==> src/rtl/multdiv_seq.sv <==
// Multicycle signed multiplier/divider, the sequential companion to the single-cycle ALU.
// MULT is radix-2 Booth; DIV is restoring division on magnitudes followed by sign correction.
// Ports:
//   clock, reset                  rising-edge clock, synchronous active-high reset
//   data_operandA/data_operandB   multiplicand/dividend and multiplier/divisor, two's complement
//   ctrl_MULT/ctrl_DIV            one-cycle start pulses (MULT wins if both are high)
//   data_result                   low WIDTH bits of the product, or the quotient
//   data_exception                overflow / divide-by-zero flag, valid with data_resultRDY
//   data_resultRDY                one-cycle completion pulse
//   busy                          operation in flight
module multdiv_seq #(
  parameter int unsigned WIDTH = 32,
  parameter int unsigned CNT_W = 6
) (
  input  logic             clock,
  input  logic             reset,
  input  logic [WIDTH-1:0] data_operandA,
  input  logic [WIDTH-1:0] data_operandB,
  input  logic             ctrl_MULT,
  input  logic             ctrl_DIV,
  output logic [WIDTH-1:0] data_result,
  output logic             data_exception,
  output logic             data_resultRDY,
  output logic             busy
);

  localparam logic [CNT_W-1:0] LAST_ITER = CNT_W'(WIDTH - 1);
  localparam logic [WIDTH-1:0] MOST_NEG  = {1'b1, {(WIDTH-1){1'b0}}};

  typedef enum logic [1:0] {S_IDLE, S_MULT, S_DIV, S_DONE} state_t;

  state_t           state;
  logic [CNT_W-1:0] cnt;
  logic [WIDTH-1:0] op_a;
  logic [WIDTH-1:0] op_b;
  logic             op_mult;

  // Booth register {bp, bq, bq1}; bp carries one extra sign bit so that
  // subtracting the most-negative multiplicand cannot wrap.
  logic [WIDTH:0]   bp;
  logic [WIDTH-1:0] bq;
  logic             bq1;

  // Restoring divider: partial remainder, dividend/quotient shift register, divisor magnitude.
  logic [WIDTH-1:0] rem;
  logic [WIDTH-1:0] quo;
  logic [WIDTH-1:0] dvs;

  logic             start;
  logic [WIDTH-1:0] a_mag;
  logic [WIDTH-1:0] b_mag;
  logic [WIDTH:0]   a_ext;
  logic [WIDTH:0]   booth_sum;
  logic [WIDTH:0]   rem_shift;
  logic             div_take;
  logic [2*WIDTH-1:0] product;
  logic             mul_ovf;
  logic [WIDTH-1:0] quo_signed;
  logic             div_ovf;

  assign start = ctrl_MULT | ctrl_DIV;

  // Per-iteration datapath and final result/exception formation.
  always_comb begin
    a_mag      = data_operandA[WIDTH-1] ? (WIDTH'(0) - data_operandA) : data_operandA;
    b_mag      = data_operandB[WIDTH-1] ? (WIDTH'(0) - data_operandB) : data_operandB;
    a_ext      = {op_a[WIDTH-1], op_a};
    booth_sum  = bp;
    case ({bq[0], bq1})
      2'b01:   booth_sum = bp + a_ext;
      2'b10:   booth_sum = bp - a_ext;
      default: booth_sum = bp;
    endcase
    rem_shift  = {rem, quo[WIDTH-1]};
    div_take   = (rem_shift >= {1'b0, dvs});
    product    = {bp[WIDTH-1:0], bq};
    mul_ovf    = (product[2*WIDTH-1:WIDTH] != {WIDTH{product[WIDTH-1]}});
    quo_signed = (op_a[WIDTH-1] ^ op_b[WIDTH-1]) ? (WIDTH'(0) - quo) : quo;
    div_ovf    = (op_a == MOST_NEG) && (op_b == {WIDTH{1'b1}});
  end

  // Control FSM, iteration datapath and registered outputs.
  always_ff @(posedge clock) begin
    if (reset) begin
      state          <= S_IDLE;
      cnt            <= '0;
      op_a           <= '0;
      op_b           <= '0;
      op_mult        <= 1'b0;
      bp             <= '0;
      bq             <= '0;
      bq1            <= 1'b0;
      rem            <= '0;
      quo            <= '0;
      dvs            <= '0;
      data_result    <= '0;
      data_exception <= 1'b0;
      data_resultRDY <= 1'b0;
      busy           <= 1'b0;
    end else begin
      data_resultRDY <= 1'b0;
      if (start) begin
        // A start in any state (including mid-operation) restarts from scratch.
        op_a    <= data_operandA;
        op_b    <= data_operandB;
        op_mult <= ctrl_MULT;
        cnt     <= '0;
        busy    <= 1'b1;
        bp      <= '0;
        bq      <= data_operandB;
        bq1     <= 1'b0;
        rem     <= '0;
        quo     <= a_mag;
        dvs     <= b_mag;
        state   <= ctrl_MULT ? S_MULT : S_DIV;
      end else begin
        case (state)
          S_MULT: begin
            bp  <= {booth_sum[WIDTH], booth_sum[WIDTH:1]};
            bq  <= {booth_sum[0], bq[WIDTH-1:1]};
            bq1 <= bq[0];
            cnt <= cnt + CNT_W'(1);
            if (cnt == LAST_ITER) state <= S_DONE;
          end
          S_DIV: begin
            if (op_b == '0) begin
              // Divide by zero finishes on the first iteration edge.
              data_result    <= '0;
              data_exception <= 1'b1;
              data_resultRDY <= 1'b1;
              busy           <= 1'b0;
              state          <= S_IDLE;
            end else begin
              rem <= div_take ? WIDTH'(rem_shift - {1'b0, dvs}) : WIDTH'(rem_shift);
              quo <= {quo[WIDTH-2:0], div_take};
              cnt <= cnt + CNT_W'(1);
              if (cnt == LAST_ITER) state <= S_DONE;
            end
          end
          S_DONE: begin
            data_resultRDY <= 1'b1;
            busy           <= 1'b0;
            state          <= S_IDLE;
            if (op_mult) begin
              data_result    <= product[WIDTH-1:0];
              data_exception <= mul_ovf;
            end else begin
              data_result    <= quo_signed;
              data_exception <= div_ovf;
            end
          end
          default: ;
        endcase
      end
    end
  end

endmodule
==> config.mk <==
export PLATFORM = sky130hd
export DESIGN_NAME = multdiv_seq
export DESIGN_NICKNAME = d
export VERILOG_FILES = /design/src/rtl/multdiv_seq.sv
export SDC_FILE = /design/constraint.sdc
export NUM_CORES = 1
export LEC_CHECK = 0
export BUFFER_PORTS_ARGS = -buffer_cell sky130_fd_sc_hd__buf_4
export CELL_PAD_IN_SITES_DETAIL_PLACEMENT = 2
export CELL_PAD_IN_SITES_GLOBAL_PLACEMENT = 2
export CORE_MARGIN = 2
export CORE_UTILIZATION = 37
export CTS_CLUSTER_DIAMETER = 100
export DETAILED_ROUTE_END_ITERATION = 8
export GPL_ROUTABILITY_DRIVEN = 0
export PLACE_DENSITY = 0.9
export SLEW_MARGIN = 20
export SYNTH_ARGS = -nofsm -noshare
export SYNTH_HDL_FRONTEND = slang
export SYNTH_SLANG_ARGS = --single-unit
==> constraint.sdc <==
create_clock -name clock -period 4.4 [get_ports clock]
set_input_delay 0.44 -clock clock [delete_from_list [all_inputs] [get_ports clock]]
set_output_delay 0.44 -clock clock [all_outputs]
set_load 0.02 [all_outputs]
==> results.sh <==
export IMPL_antenna_left=0
export IMPL_timing_final_crit_share=1.04
export IMPL_placement_io_buffers=102
export IMPL_place_ws_ns=-0.118
export IMPL_clk_latency_ns=0.57
export IMPL_cp_arrival_ns=5.03
export IMPL_cp_start_kind="register"
export IMPL_cts_tree="done"
export IMPL_syn_area_per_cell_um2=7.72
export IMPL_yosysUniqueCellTypes=73
export IMPL_routed_via_count=18550
export IMPL_yosysSeqAreaShare=0.316
export IMPL_min_path_type="in -> reg"
export IMPL_fin_crit_ns=4.58
export IMPL_hold_depth=2
export IMPL_rr_worst_depth=17
export IMPL_layout_drive_gt1_share=0.126
export IMPL_clock_skew_ns=0.0211
export IMPL_irDropWorstVdd_uv=371
export IMPL_synth_area_um2=17000
export IMPL_row_count=78
export IMPL_min_to="state[1]"
export IMPL_drt_iter0_markers=1546
export IMPL_worst_pin_slew_ns=1.22
export IMPL_worstPathRequired_ns=4.85
export IMPL_wl_per_cell_um=30.1
export IMPL_cts_max_path_buffers=3
export IMPL_grt_pass1_vias=20537
export IMPL_num_io_pins=103
export IMPL_fp_dieH_um=218
export IMPL_p_per_area_nw_per_um2=382
export IMPL_numCtsBuffers=35
export IMPL_r2r_end="bp[31]"
export IMPL_hold_viol_final=0
export IMPL_hp_start="ctrl_MULT"
export IMPL_drt_first_pass_iters=6
export IMPL_r2r_start="op_a[10]"
export IMPL_rrSetupSlack_ns=-0.18
export IMPL_antennaDiodeCount=0
export IMPL_fill_cells=5006
export IMPL_max_cap_violations=0
export IMPL_grt_overflow=0
export IMPL_synth_seq_cells=268
export IMPL_p_leak_nw=7.69
export IMPL_antenna_found_initial=0
export IMPL_cp_max_fo=7
export IMPL_wirelength_mm=86.3
export IMPL_grt_max_degree=92
export IMPL_grt_first_pass_wirelength_mm=127
export IMPL_path_clk_slew_ns=0.07
export IMPL_yosys_most_used_dff="dfxtp_1"
export IMPL_timing_final_ws_setup_ns=-0.179
export IMPL_nNetsFinal=2389
export IMPL_cts_sink_count=268
export IMPL_ff_latch_area_um2=5370
export IMPL_viasPerCell=6.46
export IMPL_layout_common_cells="nand2_1 (329), dfxtp_1 (267), a21oi_1 (229)"
export IMPL_async_flop_share=0
export IMPL_core_area_um2=45400
export IMPL_yosys_warnings=0
export IMPL_die_w_um=218
export IMPL_clock_fmax_mhz=218
export IMPL_cts_htree_levels=2
export IMPL_synth_edff_count=0
export IMPL_grt_usage=0.344
export IMPL_hpwl_mm=52.0
export IMPL_setup_worst_path_class="reg -> reg"
export IMPL_fin_setup_tns_ns=-0.461
export IMPL_relSlewSlack=0.187
export IMPL_fp_dieArea_um2=47700
export IMPL_setup_viol=4
export IMPL_syn_inst=2203
export IMPL_violations="negative setup slack"
export IMPL_maxSlewViolCount=0
export IMPL_cts_root_buf="clkbuf_16"
export IMPL_endpoint_kind="register"
export IMPL_drc=0
export IMPL_status="finished, violations left"
export IMPL_syn_nets=2346
export IMPL_multiInputGateArea_um2=11000
export IMPL_initial_core_util=0.375
export IMPL_area_growth_pct=15.6
export IMPL_mostFrequentLayoutCell="nand2_1"
[cells in the mapped netlist (14+ instances only)]
| library cell | number | area (um^2) |
|---|---|---|
| a21o_1 | 31 | 233 |
| nor4_1 | 26 | 163 |
| xor2_1 | 65 | 569 |
| nor2_1 | 183 | 687 |
| inv_1 | 71 | 267 |
| buf_1 | 14 | 52.6 |
| mux2_2 | 34 | 383 |
| o21ai_0 | 140 | 701 |
| a211oi_1 | 73 | 548 |
| nand3_1 | 26 | 130 |
| o211ai_1 | 18 | 135 |
| or3_1 | 14 | 87.6 |
| a21oi_1 | 231 | 1160 |
| dfxtp_1 | 268 | 5370 |
| a31oi_1 | 43 | 269 |
| mux2i_1 | 80 | 801 |
| nand4_1 | 27 | 169 |
| nand2_1 | 329 | 1230 |
| nor3_1 | 39 | 195 |
| ha_1 | 73 | 913 |
| o31ai_1 | 21 | 158 |
| xnor2_1 | 103 | 902 |
| clkbuf_1 | 117 | 439 |
[registers in the layout (all words and copies together), names as in the netlist]
signal / flops
bq: 32
op_a: 32
dvs: 31
bq1: 1
data_resultRDY: 1
bp: 32
data_exception: 1
busy: 1
state: 2
op_mult: 1
rem: 32
data_result: 32
cnt: 6
quo: 32
op_b: 32
[kinds of logic after synthesis]
| family | share of synthesized area |
|---|---|
| simple gates | 0.196 |
| xor+xnor | 0.0866 |
| buf+inv | 0.0460 |
| mux | 0.0696 |
| fa+ha+maj | 0.0561 |
| flops | 0.316 |
| compound gates | 0.230 |
[layer usage]
layer	GRT usage	vias up	share of wire
met5	0	-	0
met4	0.188	0	0.063
met3	0.0495	375	0.055
met2	0.612	888	0.50
met1	0.397	9380	0.39
li1	-	7907	-
[timing repair]
item                       CTS  global route
gates resized for setup     12            21
buffers inserted             2             2
hold buffers                 0             0
setup endpoints to repair   10            15
pin swaps                    1             6
gates cloned                 0             0
[worst max path at each step]
stage / slack (ns) / depth (start not counted) / end / startpoint
floorplan: 0.51 / 17 / bp[31] / op_a[6]
global placement: 0.24 / 16 / bp[31] / op_a[2]
detailed placement: -0.12 / 15 / bp[30] / op_a[2]
CTS: -0.02 / 18 / bp[31] / op_a[2]
global route: -0.33 / 17 / bp[31] / op_a[10]
finish: -0.18 / 17 / bp[31] / op_a[10]
[stage by stage]
step           power [mW]  utilization  cells  hold slack, ns  instance area, um^2
4_1_cts              7.39        0.431   2869           0.133                19500
6_report             7.50        0.433   2871           0.141                19700
3_3_place_gp         4.05        0.403   2805           0.442                18300
2_1_floorplan        3.65            -   2203           0.420                17000
3_5_place_dp         4.19        0.403   2805           0.448                18300
5_1_grt              7.67        0.433   2871           0.143                19700
[worst max-delay path, cell delays in order, from the launching register on]
cell and delay [ns]:
dfxtp_1 0.37, or4_1 0.70, nor4_1 0.43, and2_4 0.28, nand2_1 0.10, nor2_2 0.20
a21oi_1 0.15, xnor2_1 0.26, ha_1 0.31, buf_4 0.18, a21oi_1 0.14, o21ai_1 0.16
a211oi_2 0.28, a21oi_2 0.12, o221ai_1 0.21, xnor2_1 0.20, a21oi_1 0.13, a31o_2 0.22
[power breakdown]
| group | internal, mW | total [mW] | switching [mW] |
|---|---|---|---|
| registers | 2.55 | 2.74 | 0.189 |
| logic | 0.561 | 1.61 | 1.05 |
| clock network | 1.83 | 3.15 | 1.32 |
[layout make-up]
| cell class | count | area share |
|---|---|---|
| tap | 600 | 0.0382 |
| clock buffer | 49 | 0.0509 |
| sequential | 268 | 0.273 |
| inverter | 72 | 0.0138 |
| timing repair buffer | 141 | 0.0539 |
| clock inverter | 13 | 0.00955 |
| multi-input combinational | 1728 | 0.561 |
No activity file was read; power rests on OpenSTA's default activity.
